### src/rtl/mult_pkg.sv
// Shared types and constants for the multiply issue path.
package mult_pkg;

    typedef enum logic [1:0] {
        IDLE,
        ISSUE,
        WAIT_DONE
    } seq_state_e;

    localparam int PP_COUNT_16 = 4;
    localparam int PP_COUNT_32 = 16;
    localparam int BYTE_W      = 8;

endpackage

### src/rtl/pp_byte_select.sv
// Maps a partial-product index to the byte operands of both 8x8 multipliers and the byte weight.
module pp_byte_select
    import mult_pkg::*;
(
    input  logic [3:0]        k,
    input  logic              mode_32bit,
    input  logic [31:0]       a,
    input  logic [31:0]       b,
    output logic [BYTE_W-1:0] mul1_a,
    output logic [BYTE_W-1:0] mul1_b,
    output logic [BYTE_W-1:0] mul2_a,
    output logic [BYTE_W-1:0] mul2_b,
    output logic [2:0]        pp_shift
);

    logic [1:0] i;
    logic [1:0] j;

    always_comb begin
        i      = 2'd0;
        j      = 2'd0;
        mul2_a = '0;
        mul2_b = '0;
        if (mode_32bit) begin
            i = k[3:2];
            j = k[1:0];
        end else begin
            i = {1'b0, k[1]};
            j = {1'b0, k[0]};
            // Lane 2 is the upper 16-bit half of each operand.
            mul2_a = a[16 + BYTE_W * int'(i[0]) +: BYTE_W];
            mul2_b = b[16 + BYTE_W * int'(j[0]) +: BYTE_W];
        end
        mul1_a   = a[BYTE_W * int'(i) +: BYTE_W];
        mul1_b   = b[BYTE_W * int'(j) +: BYTE_W];
        pp_shift = {1'b0, i} + {1'b0, j};
    end

endmodule

### src/rtl/pp_operand_sequencer.sv
// Accepts one multiply request and issues its byte partial products, one per cycle,
// then waits for the accumulator to finish (or times out).
module pp_operand_sequencer
    import mult_pkg::*;
#(
    parameter int TIMEOUT_CYCLES = 32,
    parameter int BYTE_W         = 8
) (
    input  logic              clk,
    input  logic              rst,
    input  logic              op_valid,
    output logic              op_ready,
    input  logic              mode_32bit,
    input  logic [31:0]       operand_a,
    input  logic [31:0]       operand_b,
    output logic [BYTE_W-1:0] mul1_a,
    output logic [BYTE_W-1:0] mul1_b,
    output logic [BYTE_W-1:0] mul2_a,
    output logic [BYTE_W-1:0] mul2_b,
    output logic              pp_valid,
    output logic [2:0]        pp_shift,
    output logic              pp_last,
    output logic              acc_start,
    output logic              acc_mode_32bit,
    input  logic              acc_done,
    output logic              busy,
    output logic              timeout_err
);

    localparam int CNT_W = $clog2(TIMEOUT_CYCLES + 1);

    seq_state_e        state;
    seq_state_e        state_next;
    logic [31:0]       a_reg;
    logic [31:0]       b_reg;
    logic [3:0]        k;
    logic [CNT_W-1:0]  cnt;

    logic              accept;
    logic              tmo_hit;
    logic [3:0]        sel_k;
    logic              sel_mode;
    logic [31:0]       sel_a;
    logic [31:0]       sel_b;
    logic              sel_last;
    logic [BYTE_W-1:0] sel_m1a;
    logic [BYTE_W-1:0] sel_m1b;
    logic [BYTE_W-1:0] sel_m2a;
    logic [BYTE_W-1:0] sel_m2b;
    logic [2:0]        sel_shift;

    assign op_ready = (state == IDLE);
    assign busy     = ~op_ready;
    assign accept   = op_valid && op_ready;
    assign tmo_hit  = (cnt == CNT_W'(TIMEOUT_CYCLES - 1));

    // In IDLE the first product is taken straight from the inputs so it is registered at accept.
    assign sel_k    = (state == IDLE) ? 4'd0 : k;
    assign sel_mode = (state == IDLE) ? mode_32bit : acc_mode_32bit;
    assign sel_a    = (state == IDLE) ? operand_a : a_reg;
    assign sel_b    = (state == IDLE) ? operand_b : b_reg;
    assign sel_last = sel_mode ? (sel_k == 4'(PP_COUNT_32 - 1))
                               : (sel_k == 4'(PP_COUNT_16 - 1));

    pp_byte_select u_sel (
        .k          (sel_k),
        .mode_32bit (sel_mode),
        .a          (sel_a),
        .b          (sel_b),
        .mul1_a     (sel_m1a),
        .mul1_b     (sel_m1b),
        .mul2_a     (sel_m2a),
        .mul2_b     (sel_m2b),
        .pp_shift   (sel_shift)
    );

    always_ff @(posedge clk) begin
        if (!rst) state <= IDLE;
        else      state <= state_next;
    end

    always_comb begin
        state_next = state;
        case (state)
            IDLE:      if (accept) state_next = ISSUE;
            ISSUE:     if (pp_last) state_next = WAIT_DONE;
            WAIT_DONE: if (acc_done || tmo_hit) state_next = IDLE;
            default:   state_next = IDLE;
        endcase
    end

    always_ff @(posedge clk) begin
        if (!rst) begin
            a_reg          <= '0;
            b_reg          <= '0;
            k              <= '0;
            cnt            <= '0;
            pp_valid       <= 1'b0;
            pp_last        <= 1'b0;
            pp_shift       <= '0;
            acc_start      <= 1'b0;
            acc_mode_32bit <= 1'b0;
            timeout_err    <= 1'b0;
            mul1_a         <= '0;
            mul1_b         <= '0;
            mul2_a         <= '0;
            mul2_b         <= '0;
        end else begin
            case (state)
                IDLE: begin
                    if (accept) begin
                        a_reg          <= operand_a;
                        b_reg          <= operand_b;
                        acc_mode_32bit <= mode_32bit;
                        timeout_err    <= 1'b0;
                        k              <= 4'd1;
                        cnt            <= '0;
                        pp_valid       <= 1'b1;
                        acc_start      <= 1'b1;
                        pp_last        <= sel_last;
                        pp_shift       <= sel_shift;
                        mul1_a         <= sel_m1a;
                        mul1_b         <= sel_m1b;
                        mul2_a         <= sel_m2a;
                        mul2_b         <= sel_m2b;
                    end
                end
                ISSUE: begin
                    acc_start <= 1'b0;
                    if (pp_last) begin
                        pp_valid <= 1'b0;
                        pp_last  <= 1'b0;
                        pp_shift <= '0;
                        mul1_a   <= '0;
                        mul1_b   <= '0;
                        mul2_a   <= '0;
                        mul2_b   <= '0;
                    end else begin
                        k        <= k + 4'd1;
                        pp_last  <= sel_last;
                        pp_shift <= sel_shift;
                        mul1_a   <= sel_m1a;
                        mul1_b   <= sel_m1b;
                        mul2_a   <= sel_m2a;
                        mul2_b   <= sel_m2b;
                    end
                end
                WAIT_DONE: begin
                    cnt <= cnt + 1'b1;
                    // A done arriving on the timeout cycle still counts as a clean finish.
                    if (acc_done || tmo_hit) begin
                        acc_mode_32bit <= 1'b0;
                        if (!acc_done) timeout_err <= 1'b1;
                    end
                end
                default: ;
            endcase
        end
    end

endmodule
### config.mk
export PLATFORM = sky130hd
export DESIGN_NAME = pp_operand_sequencer
export DESIGN_NICKNAME = d
export VERILOG_FILES = /design/src/rtl/mult_pkg.sv /design/src/rtl/pp_byte_select.sv /design/src/rtl/pp_operand_sequencer.sv
export SDC_FILE = /design/constraint.sdc
export NUM_CORES = 1
export LEC_CHECK = 0
export ABC_AREA = 1
export BUFFER_PORTS_ARGS = -buffer_cell sky130_fd_sc_hd__buf_2
export CORE_MARGIN = 4
export CORE_UTILIZATION = 55
export CTS_CLUSTER_DIAMETER = 50
export DETAILED_ROUTE_END_ITERATION = 10
export GPL_TIMING_DRIVEN = 0
export PLACE_DENSITY = 0.79
export SLEW_MARGIN = 20
export SYNTH_ARGS = -nofsm -noshare
export SYNTH_HDL_FRONTEND = slang
export SYNTH_SLANG_ARGS = --single-unit
### constraint.sdc
create_clock -name clk -period 2.3 [get_ports clk]
set_input_delay 0.115 -clock clk [delete_from_list [all_inputs] [get_ports clk]]
set_output_delay 0.115 -clock clk [all_outputs]
set_load 0.01 [all_outputs]
==> out/results.tsv, run 1 <==
stage	metric	value	unit
power	Internal	0.004052	W
yosys	Synth Area in Adders	0.9107	%
critical_path	WP data arrival	2.56	ns
floorplan	IO Count	111	
detailed_routing	via count	6307	
finish	# fillers	754	
timing	Slew HR	54.55	%
floorplan	Die Height	108.0	um
placement	Cell Area, Placed	6207	um^2
critical_path	worst reg2reg path depth	11	
yosys	Async S/R FF share, synth	0	%
global_routing	Global Route Usage Sum	33.62	%
critical_path	CP Data Required Time	2.76	ns
clocking	Clock Latency Late Sink	0.53	ns
floorplan	die area	11650	um^2
timing	Fin. Hold Viols	0	
global_routing	grt ovf	0	
critical_path	CP Depth	11	
critical_path	Critical R2R Launch	state[1]$_SDFFE_PN0P_	
finish	nets	1068	
global_routing	initial antenna violation count	0	
detailed_routing	DRT Pass-1 Iters	6	
outcome	outcome	finished, final reports clean	
yosys	Mapped Area	5495	um^2
detailed_routing	Final ANT Viol Nets	0	
power	Power Dens Cells	775.3	nW/um^2
critical_path	crit path to	mul1_a[6]$_SDFFE_PN0P_	
timing	RSZ-0062 raised after global routing	no	
timing	Worst Skew	0.006224	ns
yosys	Seq cells post-synth	116	
detailed_routing	1st-iter DRT viols	599	
power	sw frac	29.32	%
clocking	CTS H-tree lvls	4	
floorplan	# rows	36	
placement	global placement routability congestion	0.9119	
detailed_routing	WL final	19080	um
critical_path	Largest delay share family, worst path	buffers and inverters	
finish	layout cell share with drive strength beyond 1	17.96	%
yosys	Simple-Gate Fraction of Synth Area	31.08	%
critical_path	CP max stage cell	dfxtp_1	
timing	max-slew violations	0	
hold_path	Min-Delay Path Class	in2reg	
power	Pleak	3.290	nW
critical_path	worst r2r dst	mul1_a[6]$_SDFFE_PN0P_	
global_routing	largest net degree at the start of global routing	17	
finish	Layout area overhead	34.54	%
yosys	Post-synth EDFFs	0	
critical_path	register-to-register setup slack	0.19	ns
finish	ANT cells	0	
timing	fin crit share	91.65	%
placement	IO Port Bufs	109	
timing	Slew @ Worst Pin	0.6818	ns
yosys	Compound-Gate Fraction of Synth Area	16.76	%
power	Comb pwr share	19.3	%
power	Switch Pwr	0.001681	W
timing	Fin Hold WS	0.09718	ns
yosys	largest area contributor in the netlist	dfxtp_1	
critical_path	CP max stage delay	0.29	ns
finish	Final Non-Filler Cells	1141	
yosys	most frequent cell after synthesis	nand2_1	
clocking	Inserted Clock Buffers	17	
yosys	most frequent cells after synthesis	nand2_1, dfxtp_1, nor2_1	
power	Seq pwr share	39.7	%
timing	fin crit period	2.108	ns
detailed_routing	Wirelength per Cell	16.72	um
yosys	xor/xnor share of the synthesized area	0	%
detailed_routing	# DRC	0	
timing	fin worst setup slack	0.1921	ns
yosys	Syn Area/Cell	6.852	um^2
global_routing	first-pass GRT wire length	30110	um
clocking	Max clock buf depth	2	
placement	DP HPWL	12750	um
yosys	Yosys warning total	0	
yosys	post-synth top area share	42.26	%
timing	final setup vio count	0	
clocking	clock sink count	116	
timing	FMAX	0.4744	GHz
yosys	post-synthesis cell count	802	
critical_path	Crit. Startpoint	state[1]$_SDFFE_PN0P_	
yosys	Post-Syn Nets	875	
critical_path	CP Class	reg2reg	
critical_path	startpoint types	flop	
clocking	Root Driver	clkbuf_8	
power	Clk pwr share	41.0	%
clocking	Clk pin slew, worst setup/hold paths	0.06	ns
detailed_routing	Via density	5.528	
run	maxcap violations	0	
floorplan	Core Region	9729	um^2
placement	Post-Place Setup Slack	-0.03296	ns
power	Max VDD drop	0.0006193	V
clocking	CTS tree	yes	
finish	Final Cell Area	7393	um^2
global_routing	vias in the first global route	6242	
placement	placed cells	1044	
critical_path	CP Capture Type	flop	
clocking	# Post-CTS Setup Buffers	0	
yosys	Main synth FF type	dfxtp_1	
floorplan	Starting Density	56.48	%
yosys	largest family of logic cells by synthesized area	simple AND/OR/NAND/NOR gates	
yosys	mux contribution to synthesized area	0	%
critical_path	WP buf/inv	4	
yosys	sequential cell area fraction in the yosys report	42.26	%
critical_path	critical path fanouts, max	16	
critical_path	critical-path cell list	buf_4, nor2_8, clkbuf_4, nor2_1, ha_1, buf_2, clkinv_2, nand3_1, nand2_1, nand2_1, a21oi_1	
yosys	top post-synthesis cells by area	dfxtp_1, nand2_1, nand3_1	
critical_path	Crit path top cell by count	nand2_1	
yosys	synth unique cells	35	
floorplan	die width	108.0	um
## layout by cell type, fill, tap and decap left out, types with 2 or more instances in the layout
cell / instances
or2_2: 7
buf_4: 2
inv_1: 65
a211oi_1: 3
buf_2: 121
clkinv_2: 4
nand2_2: 2
o211ai_1: 7
nand2_1: 178
nand4_1: 9
dlygate4sd3_1: 66
clkbuf_8: 6
o21ai_1: 3
clkbuf_1: 35
o211ai_2: 2
nand3b_1: 2
inv_2: 4
clkbuf_16: 16
nor3_1: 2
nor2_1: 98
dfxtp_1: 116
nand3_1: 79
buf_6: 2
o21ai_0: 77
nor2_4: 5
nand2_4: 3
nor2_2: 2
clkinv_1: 2
ha_1: 4
a21oi_1: 76
## metrics by stage
step,util (%),TNS (ns),total power [W]
6_report,75.99,0,0.005732
5_1_grt,75.99,0,0.005949
4_1_cts,76.02,0,0.005704
3_5_place_dp,63.80,-0.04106,0.003289
3_3_place_gp,63.80,0,0.003266
2_1_floorplan,-,0,0.002917
## logic make-up (layout without fill, tap and decap cells)
group	Yosys count	after routing
AO/OA/AOI/OAI	173	173
adder cells (fa/ha/maj)	4	4
buffers and inverters	120	326
flip-flops	116	116
AND/OR/NAND/NOR	389	389
## what timing repair did
item,in CTS,in global routing
setup endpoints to repair,3,8
gates resized for setup,1,1
hold buffers,66,0
pin swaps,0,0
endpoints found under the hold margin,67,0
## power groups by stage
stage	Sequential, W	Combinational [W]	Clock, W
2_1_floorplan	0.00232	0.000599	0
3_3_place_gp	0.00230	0.000964	0
3_5_place_dp	0.00231	0.000980	0
4_1_cts	0.00227	0.00108	0.00236
5_1_grt	0.00229	0.00121	0.00245
6_report	0.00228	0.00111	0.00235
## area by class of cell
class / count / area [um^2] / area share (%)
Multi-Input combinational cell: 566 / 2679 / 36.23
Tap cell: 133 / 166.4 / 2.251
Clock inverter: 3 / 17.52 / 0.2369
Timing Repair Buffer: 175 / 1206 / 16.31
Inverter: 74 / 282.8 / 3.825
Clock buffer: 29 / 509.2 / 6.888
Sequential cell: 116 / 2322 / 31.41
Buffer: 45 / 210.2 / 2.843
## worst reg2reg max path, stage by stage, from the launching register on
cell      delay, ns
dfxtp_1        0.29
buf_4          0.17
nor2_8         0.28
clkbuf_4       0.29
nor2_1         0.06
ha_1           0.17
buf_2          0.18
clkinv_2       0.14
nand3_1        0.17
nand2_1        0.10
nand2_1        0.06
a21oi_1        0.12
## layer usage
layer / global-route usage, % / vias to the layer above / part of all wire, %
li1: - / 3008 / -
met1: 40.14 / 2912 / 40
met2: 56.71 / 327 / 48
met3: 8.000 / 60 / 8.1
met4: 16.59 / 0 / 3.5
met5: 0 / - / 0
## worst min-delay path by stage
stage | start | endpoint | slack, ns | cells past startpoint
2_1_floorplan | operand_b[0] | b_reg[0]$_SDFFE_PN0P_ | 0.26 | 2
3_3_place_gp | operand_b[26] | b_reg[26]$_SDFFE_PN0P_ | 0.36 | 3
3_5_place_dp | operand_b[26] | b_reg[26]$_SDFFE_PN0P_ | 0.37 | 3
4_1_cts | op_valid | acc_mode_32bit$_SDFFE_PN0P_ | 0.08 | 6
5_1_grt | op_valid | cnt[5]$_SDFFE_PN0P_ | 0.12 | 4
6_report | rst | b_reg[21]$_SDFFE_PN0P_ | 0.1 | 3
No activity file was read; power rests on OpenSTA's default activity.
==> run 2, diff against run 1 <==
--- a/config.mk
+++ b/config.mk
@@ -7,11 +7,13 @@
 export LEC_CHECK = 0
 export ABC_AREA = 1
 export BUFFER_PORTS_ARGS = -buffer_cell sky130_fd_sc_hd__buf_2
+export CORE_ASPECT_RATIO = 2
 export CORE_MARGIN = 4
 export CORE_UTILIZATION = 55
 export CTS_CLUSTER_DIAMETER = 50
 export DETAILED_ROUTE_END_ITERATION = 10
 export GPL_TIMING_DRIVEN = 0
+export MAX_ROUTING_LAYER = met4
 export PLACE_DENSITY = 0.79
 export SLEW_MARGIN = 20
 export SYNTH_ARGS = -nofsm -noshare
==> run 2 against run 1 <==
The run now ends with negative hold slack left. Setup slack worse by 0.027 ns. Sequential power is essentially flat. Clock-buffer cell count down 6. Die area is 0.83% higher. Final cell count shrank 1.8%. Utilization fell by 2.1 points. Register-to-register slack worse by 0.03 ns. Non-clock buffer count down 20. First-iteration DRC count fell by 21%. Global-route usage about the same. Clock skew increased by 0.00054 ns. Largest cell class unchanged.
==> out/results.tsv, run 2 (synthesis gave the netlist of run 1 again) <==
stage	metric	value	unit
timing	FMAX	0.4683	GHz
global_routing	initial antenna violation count	0	
detailed_routing	Wirelength per Cell	16.72	um
timing	Fin Hold WS	-0.004832	ns
floorplan	Core Region	9763	um^2
finish	Final Non-Filler Cells	1120	
detailed_routing	via count	6137	
global_routing	grt ovf	0	
clocking	Root Driver	clkbuf_16	
hold_path	Min-Delay Path Class	in2reg	
finish	layout cell share with drive strength beyond 1	18.62	%
timing	RSZ-0062 raised after global routing	no	
power	sw frac	29.45	%
floorplan	Die Height	149.4	um
finish	ANT cells	0	
clocking	Inserted Clock Buffers	17	
critical_path	CP max stage delay	0.53	ns
clocking	Max clock buf depth	2	
placement	global placement routability congestion	0.9633	
detailed_routing	DRT Pass-1 Iters	5	
placement	Post-Place Setup Slack	-0.07341	ns
floorplan	die area	11750	um^2
power	Clk pwr share	42.2	%
power	Switch Pwr	0.001710	W
critical_path	CP max stage cell	dfxtp_1	
power	Power Dens Cells	804.8	nW/um^2
outcome	outcome	complete, but fails checks	
timing	final setup vio count	0	
global_routing	vias in the first global route	6088	
detailed_routing	WL final	18730	um
critical_path	Crit path top cell by count	nand2_1	
detailed_routing	1st-iter DRT viols	475	
global_routing	largest net degree at the start of global routing	17	
critical_path	CP Data Required Time	2.57	ns
floorplan	die width	78.68	um
placement	IO Port Bufs	109	
detailed_routing	# DRC	0	
power	total power	0.005805	W
floorplan	Starting Density	56.29	%
clocking	# Post-CTS Setup Buffers	0	
global_routing	Global Route Usage Sum	33.58	%
detailed_routing	Via density	5.479	
clocking	CTS H-tree lvls	4	
finish	FF/Latch Area	2322	um^2
floorplan	# rows	51	
power	Max VDD drop	0.0006059	V
global_routing	first-pass GRT wire length	29210	um
power	Pleak	3.209	nW
timing	Slew HR	53.95	%
critical_path	critical path fanouts, max	19	
clocking	Clk pin slew, worst setup/hold paths	0.05	ns
floorplan	IO Count	111	
finish	nets	1048	
timing	fin worst setup slack	0.1648	ns
critical_path	CP Capture Type	flop	
timing	fin crit share	92.84	%
finish	commonest non-fill, non-tap cell in the layout	nand2_1	
critical_path	WP data arrival	2.41	ns
finish	# fillers	822	
timing	Fin. Hold Viols	3	
timing	max-slew violations	0	
critical_path	CP Class	reg2reg	
timing	fin crit period	2.135	ns
power	Comb pwr share	18.7	%
critical_path	startpoint types	flop	
timing	total negative slack	0	ns
placement	DP HPWL	13410	um
timing	Slew @ Worst Pin	0.6835	ns
timing	Worst Skew	0.006761	ns
clocking	clock sink count	116	
finish	most frequent cells in the layout	nand2_1, buf_2, dfxtp_1	
power	Internal	0.004095	W
critical_path	critical-path cell list	nor2_8, clkbuf_4, nor2_1, ha_1, buf_2, clkinv_2, nand3_1, nand2_1, nand2_1, a21oi_1	
outcome	failing checks	negative hold slack	
run	maxcap violations	0	
power	Seq pwr share	39.1	%
finish	multi-input logic area	2679	um^2
detailed_routing	Final ANT Viol Nets	0	
clocking	CTS tree	yes	
clocking	Clock Latency Late Sink	0.42	ns
finish	Layout area overhead	31.26	%
placement	placed cells	1043	
==> run 2: routing by layer <==
metal	up-vias	routed length (um)	share of wire, %	GRT usage [%]
li1	2963	-	-	-
met1	2799	6087	32	29.77
met2	280	9942	53	59.92
met3	95	1047	5.6	5.804
met4	0	1653	8.8	28.37
met5	-	0	0	-
==> run 2: final timing paths <==
path              slack [ns]  cells past startpoint                   start                     end
setup / recovery        0.16                     10   state[0]$_SDFFE_PN0P_  mul1_a[0]$_SDFFE_PN0P_
hold reg to reg         0.45                      2  b_reg[31]$_SDFFE_PN0P_  b_reg[31]$_SDFFE_PN0P_
hold / removal        -0.005                      3           operand_b[23]  b_reg[23]$_SDFFE_PN0P_
setup reg to reg        0.16                     10   state[0]$_SDFFE_PN0P_  mul1_a[0]$_SDFFE_PN0P_
==> run 2: metrics by stage <==
step | util (%) | instance area, um^2
final | 73.88 | 7213
after global routing | 73.88 | 7213
after detailed placement | 63.57 | 6206
after floorplan | - | 5495
after CTS | 73.91 | 7216
after global placement | 63.57 | 6206
==> run 2: power groups by stage <==
stage	Combinational [W]	Sequential, W	Clock (W)
detailed placement	0.000997	0.00231	0
finish	0.00108	0.00227	0.00245
floorplan	0.000599	0.00232	0
CTS	0.00106	0.00227	0.00245
global route	0.00119	0.00228	0.00253
global placement	0.000984	0.00230	0
==> run 2: layout make-up <==
cell class	instances	area share, %
inverters	74	3.920
clock buffers	23	6.487
clock inverters	9	1.110
multi-input cells	566	37.14
plain buffers	45	2.914
repair buffers	155	13.95
flip-flops and latches	116	32.19
well taps	132	2.290
==> run 2: critical path: cells and delay by family, from the launching register on <==
family	cells	cell delay, ns
AND/OR/NAND/NOR	5	0.56
buffers and inverters	3	0.70
AO/OA/AOI/OAI	1	0.06
adder cells (fa/ha/maj)	1	0.14
flip-flops	1	0.53
==> run 2: repair_timing <==
action | in CTS | in global routing
endpoints found under the setup margin | 8 | 9
hold endpoints to repair | 46 | 0
gates resized for setup | 1 | 1
hold buffers | 46 | 0
gates cloned | 0 | 0
pin swaps | 0 | 0
